$ cat config.mk
export PLATFORM = sky130hd
export DESIGN_NAME = dip_serializer
export DESIGN_NICKNAME = d
export VERILOG_FILES = /design/src/rtl/dip_serializer.sv
export SDC_FILE = /design/constraint.sdc
export NUM_CORES = 1
export LEC_CHECK = 0
export CAP_MARGIN = 0
export CELL_PAD_IN_SITES_DETAIL_PLACEMENT = 2
export CELL_PAD_IN_SITES_GLOBAL_PLACEMENT = 2
export CORE_ASPECT_RATIO = 0.75
export CORE_MARGIN = 10
export CORE_UTILIZATION = 35
export CTS_CLUSTER_DIAMETER = 30
export CTS_CLUSTER_SIZE = 10
export DETAILED_ROUTE_END_ITERATION = 16
export GPL_ROUTABILITY_DRIVEN = 0
export GPL_TIMING_DRIVEN = 0
export PLACE_DENSITY = 0.81
export SLEW_MARGIN = 30
export SYNTH_ARGS = -nofsm -noshare
export SYNTH_HDL_FRONTEND = slang
export SYNTH_SLANG_ARGS = --single-unit
export TNS_END_PERCENT = 1
$ cat constraint.sdc
create_clock -name i_CLK -period 2.3 [get_ports i_CLK]
set_input_delay 0.46 -clock i_CLK [delete_from_list [all_inputs] [get_ports i_CLK]]
set_output_delay 0.46 -clock i_CLK [all_outputs]
set_load 0.005 [all_outputs]
$ cat src/rtl/dip_serializer.sv
// Serialises a 16-bit DIP word and a 5-bit switch word MSB first, then
// raises a one-cycle latch strobe and waits out an idle gap.
module dip_serializer #(
  parameter int unsigned GAP_CYCLES  = 2,
  parameter bit          AUTO_REPEAT = 1'b0
) (
  input  logic        i_CLK,
  input  logic        i_RESET,
  input  logic [15:0] i_DIP16,
  input  logic [4:0]  i_Switch5,
  input  logic        i_Valid,
  output logic        o_Ready,
  output logic        o_Data,
  output logic        o_Latch,
  output logic        o_Busy
);

  typedef enum logic [1:0] {
    ST_IDLE,
    ST_SHIFT,
    ST_LATCH,
    ST_GAP
  } state_e;

  localparam logic [4:0] LAST_BIT = 5'd20;
  localparam logic [3:0] GAP_LAST = (GAP_CYCLES == 0) ? 4'd0 : 4'(GAP_CYCLES - 1);

  state_e      state_q, state_d;
  logic [20:0] frame_q, frame_d;
  logic [4:0]  bit_cnt_q, bit_cnt_d;
  logic [3:0]  gap_cnt_q, gap_cnt_d;
  logic        captured_q, captured_d;
  logic        data_q, data_d;
  logic        latch_q, latch_d;

  always_comb begin
    state_d    = state_q;
    frame_d    = frame_q;
    bit_cnt_d  = bit_cnt_q;
    gap_cnt_d  = gap_cnt_q;
    captured_d = captured_q;
    data_d     = 1'b0;
    latch_d    = 1'b0;

    unique case (state_q)
      ST_IDLE: begin
        // The first bit is registered on the capture edge so it appears one clock later.
        if (i_Valid) begin
          frame_d    = {i_DIP16, i_Switch5};
          bit_cnt_d  = '0;
          data_d     = i_DIP16[15];
          captured_d = 1'b1;
          state_d    = ST_SHIFT;
        end else if (AUTO_REPEAT && captured_q) begin
          bit_cnt_d = '0;
          data_d    = frame_q[20];
          state_d   = ST_SHIFT;
        end
      end
      ST_SHIFT: begin
        if (bit_cnt_q == LAST_BIT) begin
          latch_d = 1'b1;
          state_d = ST_LATCH;
        end else begin
          bit_cnt_d = bit_cnt_q + 5'd1;
          data_d    = frame_q[5'd19 - bit_cnt_q];
        end
      end
      ST_LATCH: begin
        if (GAP_CYCLES == 0) begin
          state_d = ST_IDLE;
        end else begin
          gap_cnt_d = '0;
          state_d   = ST_GAP;
        end
      end
      ST_GAP: begin
        if (gap_cnt_q == GAP_LAST) begin
          state_d = ST_IDLE;
        end else begin
          gap_cnt_d = gap_cnt_q + 4'd1;
        end
      end
      default: state_d = ST_IDLE;
    endcase
  end

  always_ff @(posedge i_CLK or posedge i_RESET) begin
    if (i_RESET) begin
      state_q    <= ST_IDLE;
      frame_q    <= '0;
      bit_cnt_q  <= '0;
      gap_cnt_q  <= '0;
      captured_q <= 1'b0;
      data_q     <= 1'b0;
      latch_q    <= 1'b0;
    end else begin
      state_q    <= state_d;
      frame_q    <= frame_d;
      bit_cnt_q  <= bit_cnt_d;
      gap_cnt_q  <= gap_cnt_d;
      captured_q <= captured_d;
      data_q     <= data_d;
      latch_q    <= latch_d;
    end
  end

  assign o_Ready = (state_q == ST_IDLE);
  assign o_Busy  = (state_q != ST_IDLE);
  assign o_Data  = data_q;
  assign o_Latch = latch_q;

endmodule
Word-level counts from Yosys, hierarchy flattened
Index checks and enable logic that the tools add are counted.
- register bits: 34
- latch bits: 0
- memory bits (writable): 0
- bits in read-only memories: 0
- bits of input ports: 24
- output and inout port bits: 4
- word-level logic and storage cells: 44
- memories kept: 0
- $add $sub $neg: 3
- multipliers: 0
- divide/modulo/power cells: 0
- $lt $le $gt $ge: 1
- equal/unequal tests: 10
- shifts and indexed selects: 0
- muxes and demuxes: 16
- bitwise gates (word level): 0
- reductions and logical operators: 8
- operators with widths (cell ; count):
    $mux W5 ; 2
    $ne A2 B2 Y1 const B ; 5
    $pmux W5 S2 ; 1
    $pmux W2 S4 ; 1
    $pmux W4 S2 ; 1
    $lt A5 B6 Y1 const B ; 1
    $mux W2 ; 3
    $reduce_and A3 Y1 ; 2
    $reduce_bool A2 Y1 ; 3
    $add A5 B1 Y5 const B ; 1
    $bmux W1 S5 ; 1
    $eq A5 B5 Y1 const B ; 1
    $mux W1 ; 5
    $sub A5 B5 Y5 const A ; 1
    $add A4 B1 Y4 const B ; 1
    $eq A2 B2 Y1 const B ; 2
    $eq A4 B1 Y1 const B ; 1
    $mux W4 ; 1
    $reduce_and A2 Y1 ; 2
    $eq A2 B1 Y1 const B ; 1
    $logic_not A2 Y1 ; 1
    $pmux W1 S2 ; 1

Longest topological paths before layout
Gate-level depths: netlist of run 1.
- depth after elaboration: 5
- gate-level depth with buffers: 8
- depth with buffers taken out: 7

Worst setup path after synthesis of run 1
Ideal clock, no wire load.
- kind: register to register
- start point: register bit_cnt_q[2]
- end point: register data_q (netlist: o_Data)
- library setup time: 0.067 ns
- arrival time: 1.539 ns
- required time: 2.233 ns
- path slack: 0.694 ns
- stages on the path, launching flop included: 8
- buffers on the path: 1
- period minus slack after synthesis: 1.606 ns
- path through: dfrtp_1 buf_2 inv_1 ha_1 o41ai_1 a31oi_1 nor3_1 a32o_1
- longest elaborated chain between the ends: 5
- elaborated cells between the ends (all ways): 6
- classes of those cells: add/sub: 1; eq/ne: 1; mux: 4
- RTL lines (element ; RTL line ; source):
    start: declaration ; 30 ; logic [4:0] bit_cnt_q, bit_cnt_d;
    start signal: assignment ; 100 ; bit_cnt_q <= bit_cnt_d;
    $sub A5 B5 Y5 ; 66 ; data_d = frame_q[5'd19 - bit_cnt_q];
    $bmux W1 S5 ; 66 ;
    $mux W1 (not written as such) ; 66 ;
    $mux W1 (*) ; 61 ; if (bit_cnt_q == LAST_BIT) begin
    $pmux W1 S2 (*) ; 45 ; unique case (state_q)
    named net data_d ; 33 ; logic data_q, data_d;
    end signal: assignment ; 103 ; data_q <= data_d;
    end: declaration ; 33 ;
The timed path passes the listed nets; every way through them passes the cells marked *. The select of a mux whose other input is x is not followed.
A chain may end at the register's enable or synchronous reset.

Final worst setup path of run 1
- start point: register state_q[0]
- end point: output port o_Ready
- longest elaborated chain between the ends: 1
- RTL lines (element ; RTL line ; source):
    start: declaration ; 28 ; state_e state_q, state_d;
    start signal: assignment ; 98 ; state_q <= state_d;
    $logic_not A2 Y1 ; 108 ; assign o_Ready = (state_q == ST_IDLE);
    end: declaration ; 12 ; output logic o_Ready,
No other way between the ends.

==> results of run 1 <==
==> area by class of cell <==
cell class              instances  area [um2]  area share, %
clock buffers                   8         110           4.98
plain buffers                   5        33.8           1.53
repair buffers                 27         270           12.2
flip-flops and latches         34         851           38.5
multi-input cells              94         821           37.1
well taps                      60        75.1           3.40
inverters                      13        48.8           2.21
==> worst max-delay path, stage by stage, from the launching register on <==
cell and delay, ns:
dfrtp_1 0.42, inv_1 0.11, ha_1 0.30, clkdlybuf4s50_1 0.56
==> stage by stage <==
stage                     setup slack (ns)  cells  total power (W)
after floorplan                      0.694    146          0.00184
after global placement               0.322    233          0.00210
after detailed placement             0.252    233          0.00222
after CTS                            0.155    241          0.00277
after global routing                0.0694    241          0.00294
final                                0.167    241          0.00271
==> worst paths after layout <==
path | endpoint | cells past startpoint | slack (ns) | from
worst max register to register | bit_cnt_q[4] | 7 | 0.31 | state_q[0]
worst min register to register | frame_q[14] | 1 | 0.51 | frame_q[14]
worst min-delay path | frame_q[14] | 1 | 0.51 | frame_q[14]
min in group asynchronous | state_q[0] | 2 | 0.63 | i_RESET
worst max-delay path | o_Ready | 3 | 0.17 | state_q[0]
max in group asynchronous | frame_q[3] | 2 | 1.20 | i_RESET
==> registers in the layout, indices dropped and copies added (netlist names) <==
signal and count:
bit_cnt_q 5, o_Latch 1, state_q 2, o_Data 1, gap_cnt_q 4, frame_q 21
==> logic make-up after synthesis <==
group	after synthesis	share of synthesized area, %
compound gates	15	6.71
buf+inv	18	4.71
fa+ha+maj	11	7.85
xor+xnor	6	3.00
simple gates	32	8.70
mux	30	20.5
flops	34	48.5
==> cells in the mapped netlist <==
master	n
a21oi_1	1
a21oi_2	1
a22oi_1	1
a311oi_1	1
a31oi_1	1
a32o_1	1
a32oi_1	1
and2b_2	1
and4_1	1
buf_2	3
buf_4	1
buf_6	1
dfrtp_1	34
ha_1	11
inv_1	13
mux2_2	22
mux2i_1	6
mux4_1	2
nand2_1	8
nand2b_1	2
nand3_1	11
nand4_1	1
nor2_1	7
nor3_1	1
o21ai_0	4
o22ai_1	2
o31ai_4	1
o41ai_1	1
xnor2_1	3
xor2_1	3
==> routing by layer <==
layer  vias up  GRT usage [%]  part of all wire [%]
met5         -              0                     0
met4         0           4.42                   1.6
met3        11           3.90                   4.5
met2        25           20.9                    51
met1       642           13.5                    43
li1        574              -                     -
==> power breakdown <==
group | switching, W | total [W] | internal (W)
combinational | 0.000562 | 0.00116 | 0.000597
clock | 0.000218 | 0.000520 | 0.000302
sequential | 0.000172 | 0.00103 | 0.000862
total | 0.000951 | 0.00271 | 0.00176
==> summary.txt, run 1 <==
RSZ-0062 raised after global routing: no
hpwl dp: 3.41 mm
commonest non-fill, non-tap cell in the layout: dfrtp_1
Max Clock Freq: 0.469 GHz
Worst Path Class, Setup: flop to output port
gr ovfl total: 0
First DRT Iteration DRCs: 44
clk_lat worst skew: 0.29 ns
CP arrival: 1.67 ns
Layout area overhead: 26.0%
Design Area, Final: 0.00221 mm2
synth unique cells: 30
H-tree lvl count: 2
clk root buf: clkbuf_8
area of the die: 0.00827 mm2
largest net degree at the start of global routing: 35
vias in the first global route: 1492
top-area cell type share of the netlist area: 48.5%
Pwr Density: 1230 mW/mm2
Post-CTS Resized: 0
Final Hold Violating Endpoints: 0
post-layout util: 45.4%
DIE HEIGHT: 81.3 um
Slew HR: 51.2%
endpoint class of the critical path: output port
setup TNS: 0 ns
via/cell ratio: 5.20
TritonCTS Buffers: 5
DRC violations left: 0
die width: 102 um
Initial Util: 36.0%
routed length per instance: 18.5 um
Hold-fix buffers, CTS: 0
final WL: 4.45 mm
Sink Count: 34
#FFs+latches synth: 34
Req. time, crit path: 1.84 ns
core area: 0.00487 mm2
clock-pin slew on the worst setup and hold paths: 0.07 ns
syn nets: 181
Tmin final: 2.13 ns
top post-synthesis cells by area: dfrtp_1 (49%), mux2_2 (14%), ha_1 (7.8%)
clk_skew: 0.00560 ns
Max Root-Sink Buffers: 2
Post-CTS Setup Bufs: 0
final worst path period share: 92.7%
ANT nets after route: 0
highest net fanout along the worst path: 7
fillcell total: 513
placed cell area: 0.00210 mm2
share of cells above drive strength 1: 21.5%
diodes inserted: 0
startpoint types: flop
# rows: 22
Worst Tran Pin Value: 0.732 ns
run status: complete, no violations
Post-Synthesis Cells: 146
Port Buf Inserts: 27
total number of vias: 1252
top cell type by total area after synthesis: dfrtp_1
DRT Pass-1 Iters: 3
Hold WS: 0.507 ns
initial antenna violation count: 0
register area share after synthesis: 48.5%
first-pass GRT wire length: 7.64 mm
yosys warns: 0
Synth Cell Area: 0.00175 mm2
count of final setup violators: 0
gr usage total: 12.0%
Final Max Slew Viols: 0
CTS tree: built
Synth Area per Inst: 12.0 um2
maximum VDD drop: 0.409 mV
commonest non-fill, non-tap cells in the layout: dfrtp_1 (34), clkdlybuf4s50_1 (27), mux2_2 (22), inv_1 (12)
I/O pins: 28
leakage: 0.953 nW
Layout Nets: 215
max_cap viols: 0
type of the worst min-delay path: flop to flop
Note: power is estimated with default switching activity, not from simulation.
==> run 2: changes to the inputs <==
- CORE_MARGIN: 10 -> 5
==> run 2 against run 1 <==
- sequential share of layout area up 0.60 points
- sequential power about the same
- largest power group unchanged
- routed wire length down 2.6%
- die area down 21%
- critical path type unchanged
- flip-flop and latch count unchanged
- non-clock buffer count unchanged
==> summary.txt, run 2 (synthesis gave the netlist of run 1 again) <==
run status: complete, no violations
placed insts: 233
gr usage total: 14.5%
initial antenna violation count: 0
vias in the first global route: 1450
Final Hold Violating Endpoints: 0
Max Clock Freq: 0.466 GHz
via/cell ratio: 5.17
total number of vias: 1241
Post-CTS Setup Bufs: 0
switching pwr: 0.000941 W
Tmin final: 2.15 ns
Req. time, crit path: 1.84 ns
share of cells above drive strength 1: 20.0%
type of the worst min-delay path: flop to flop
TritonCTS Buffers: 5
First DRT Iteration DRCs: 26
RSZ-0062 raised after global routing: no
M1 wire length: 1.81 mm
die width: 91.7 um
diodes inserted: 0
Switching Share: 36.1%
top sig layer: met4
Critical Path, Cell by Cell: inv_1 > ha_1 > clkdlybuf4s50_1
endpoint class of the critical path: output port
placed cell area: 0.00210 mm2
logic gate share of total power: 44.4%
Reg2Reg Depth: 7
Reg power frac: 39.3%
final WL: 4.33 mm
internal power: 0.00167 W
Top Registers: frame_q (21), bit_cnt_q (5), gap_cnt_q (4)
CP arrival: 1.69 ns
Post-CTS Resized: 0
leakage: 0.934 nW
largest net degree at the start of global routing: 35
Initial Util: 36.0%
Slew HR: 52.0%
H-tree lvl count: 2
Final Max Slew Viols: 0
commonest non-fill, non-tap cell in the layout: dfrtp_1
first-pass GRT wire length: 7.43 mm
clk root buf: clkbuf_8
routed length per instance: 18.0 um
post-layout util: 44.7%
CTS tree: built
Port Buf Inserts: 27
commonest non-fill, non-tap cells in the layout: dfrtp_1 (34), clkdlybuf4s50_1 (27), mux2_2 (22), inv_1 (12)
hold depth: 1
max reg flops: 21
maximum VDD drop: 0.444 mV
highest net fanout along the worst path: 7
Most flops, register: frame_q
startpoint types: flop
met2 wire len: 2.31 mm
clk_lat worst skew: 0.29 ns
Hold-fix buffers, CTS: 0
gr ovfl total: 0
final worst path period share: 93.3%
Clk pwr share: 16.3%
CP max-delay cell: clkdlybuf4s50_1
Max Root-Sink Buffers: 2
clk_skew: 0.00420 ns
Pwr Density: 1200 mW/mm2
clock-pin slew on the worst setup and hold paths: 0.07 ns
Worst Tran Pin Value: 0.720 ns
Worst Path Class, Setup: flop to output port
area of the die: 0.00654 mm2
ANT nets after route: 0
Layout Nets: 215
core area: 0.00487 mm2
count of final setup violators: 0
DIE HEIGHT: 71.3 um
DRC violations left: 0
I/O pins: 28
DRT Pass-1 Iters: 4
setup TNS: 0 ns
# rows: 22
Design Area, Final: 0.00218 mm2
hpwl dp: 3.34 mm
Sink Count: 34
wire length on met3: 183 um
Layout area overhead: 24.0%
fin cells: 240
max_cap viols: 0
Max stage delay on crit path: 0.56 ns
-- run 2: cell types whose count changed in the layout (fill, tap and decap cells not counted), sizes merged --
cell	before	now
clkbuf	8	7
-- run 2: power groups by stage --
stage	Clock (W)	Sequential (W)	Combinational, W
final	0.000425	0.00103	0.00116
after global routing	0.000451	0.00106	0.00130
after CTS	0.000427	0.00103	0.00119
after detailed placement	0	0.00104	0.00117
after global placement	0	0.00101	0.00108
after floorplan	0	0.000981	0.000855
-- run 2: final timing paths --
path                       slack, ns           end        start
min in group asynchronous       0.61   frame_q[11]      i_RESET
hold / removal                  0.51   frame_q[14]  frame_q[14]
max in group asynchronous       1.23        o_Data      i_RESET
setup / recovery                0.15       o_Ready   state_q[0]
setup reg to reg                0.35  bit_cnt_q[3]   state_q[0]
hold reg to reg                 0.51   frame_q[14]  frame_q[14]
-- run 2: routing by layer --
layer / GRT usage, % / up-vias
met5: 0 / -
met4: 3.46 / 0
met3: 4.20 / 5
met2: 26.2 / 26
met1: 17.2 / 636
li1: - / 574
-- run 2: area by class of cell --
class / instances / area (um2)
well taps: 60 / 75.1
fillers: 503 / 2700
clock buffers: 7 / 76.3
multi-input cells: 94 / 821
repair buffers: 27 / 270
flip-flops and latches: 34 / 851
plain buffers: 5 / 33.8
inverters: 13 / 48.8
-- run 2: worst max-delay path: cells and delay by family, from the launching register on --
| family | cells | cell delay, ns |
|---|---|---|
| buffers and inverters | 2 | 0.68 |
| flip-flops | 1 | 0.40 |
| adder cells (fa/ha/maj) | 1 | 0.31 |
-- run 2: per-stage QoR --
stage,hold WS (ns),total power (W),setup WS (ns)
after floorplan,0.470,0.00184,0.694
after global placement,0.480,0.00210,0.306
after detailed placement,0.492,0.00222,0.257
after CTS,0.507,0.00265,0.158
after global routing,0.524,0.00281,0.0990
final,0.507,0.00261,0.155
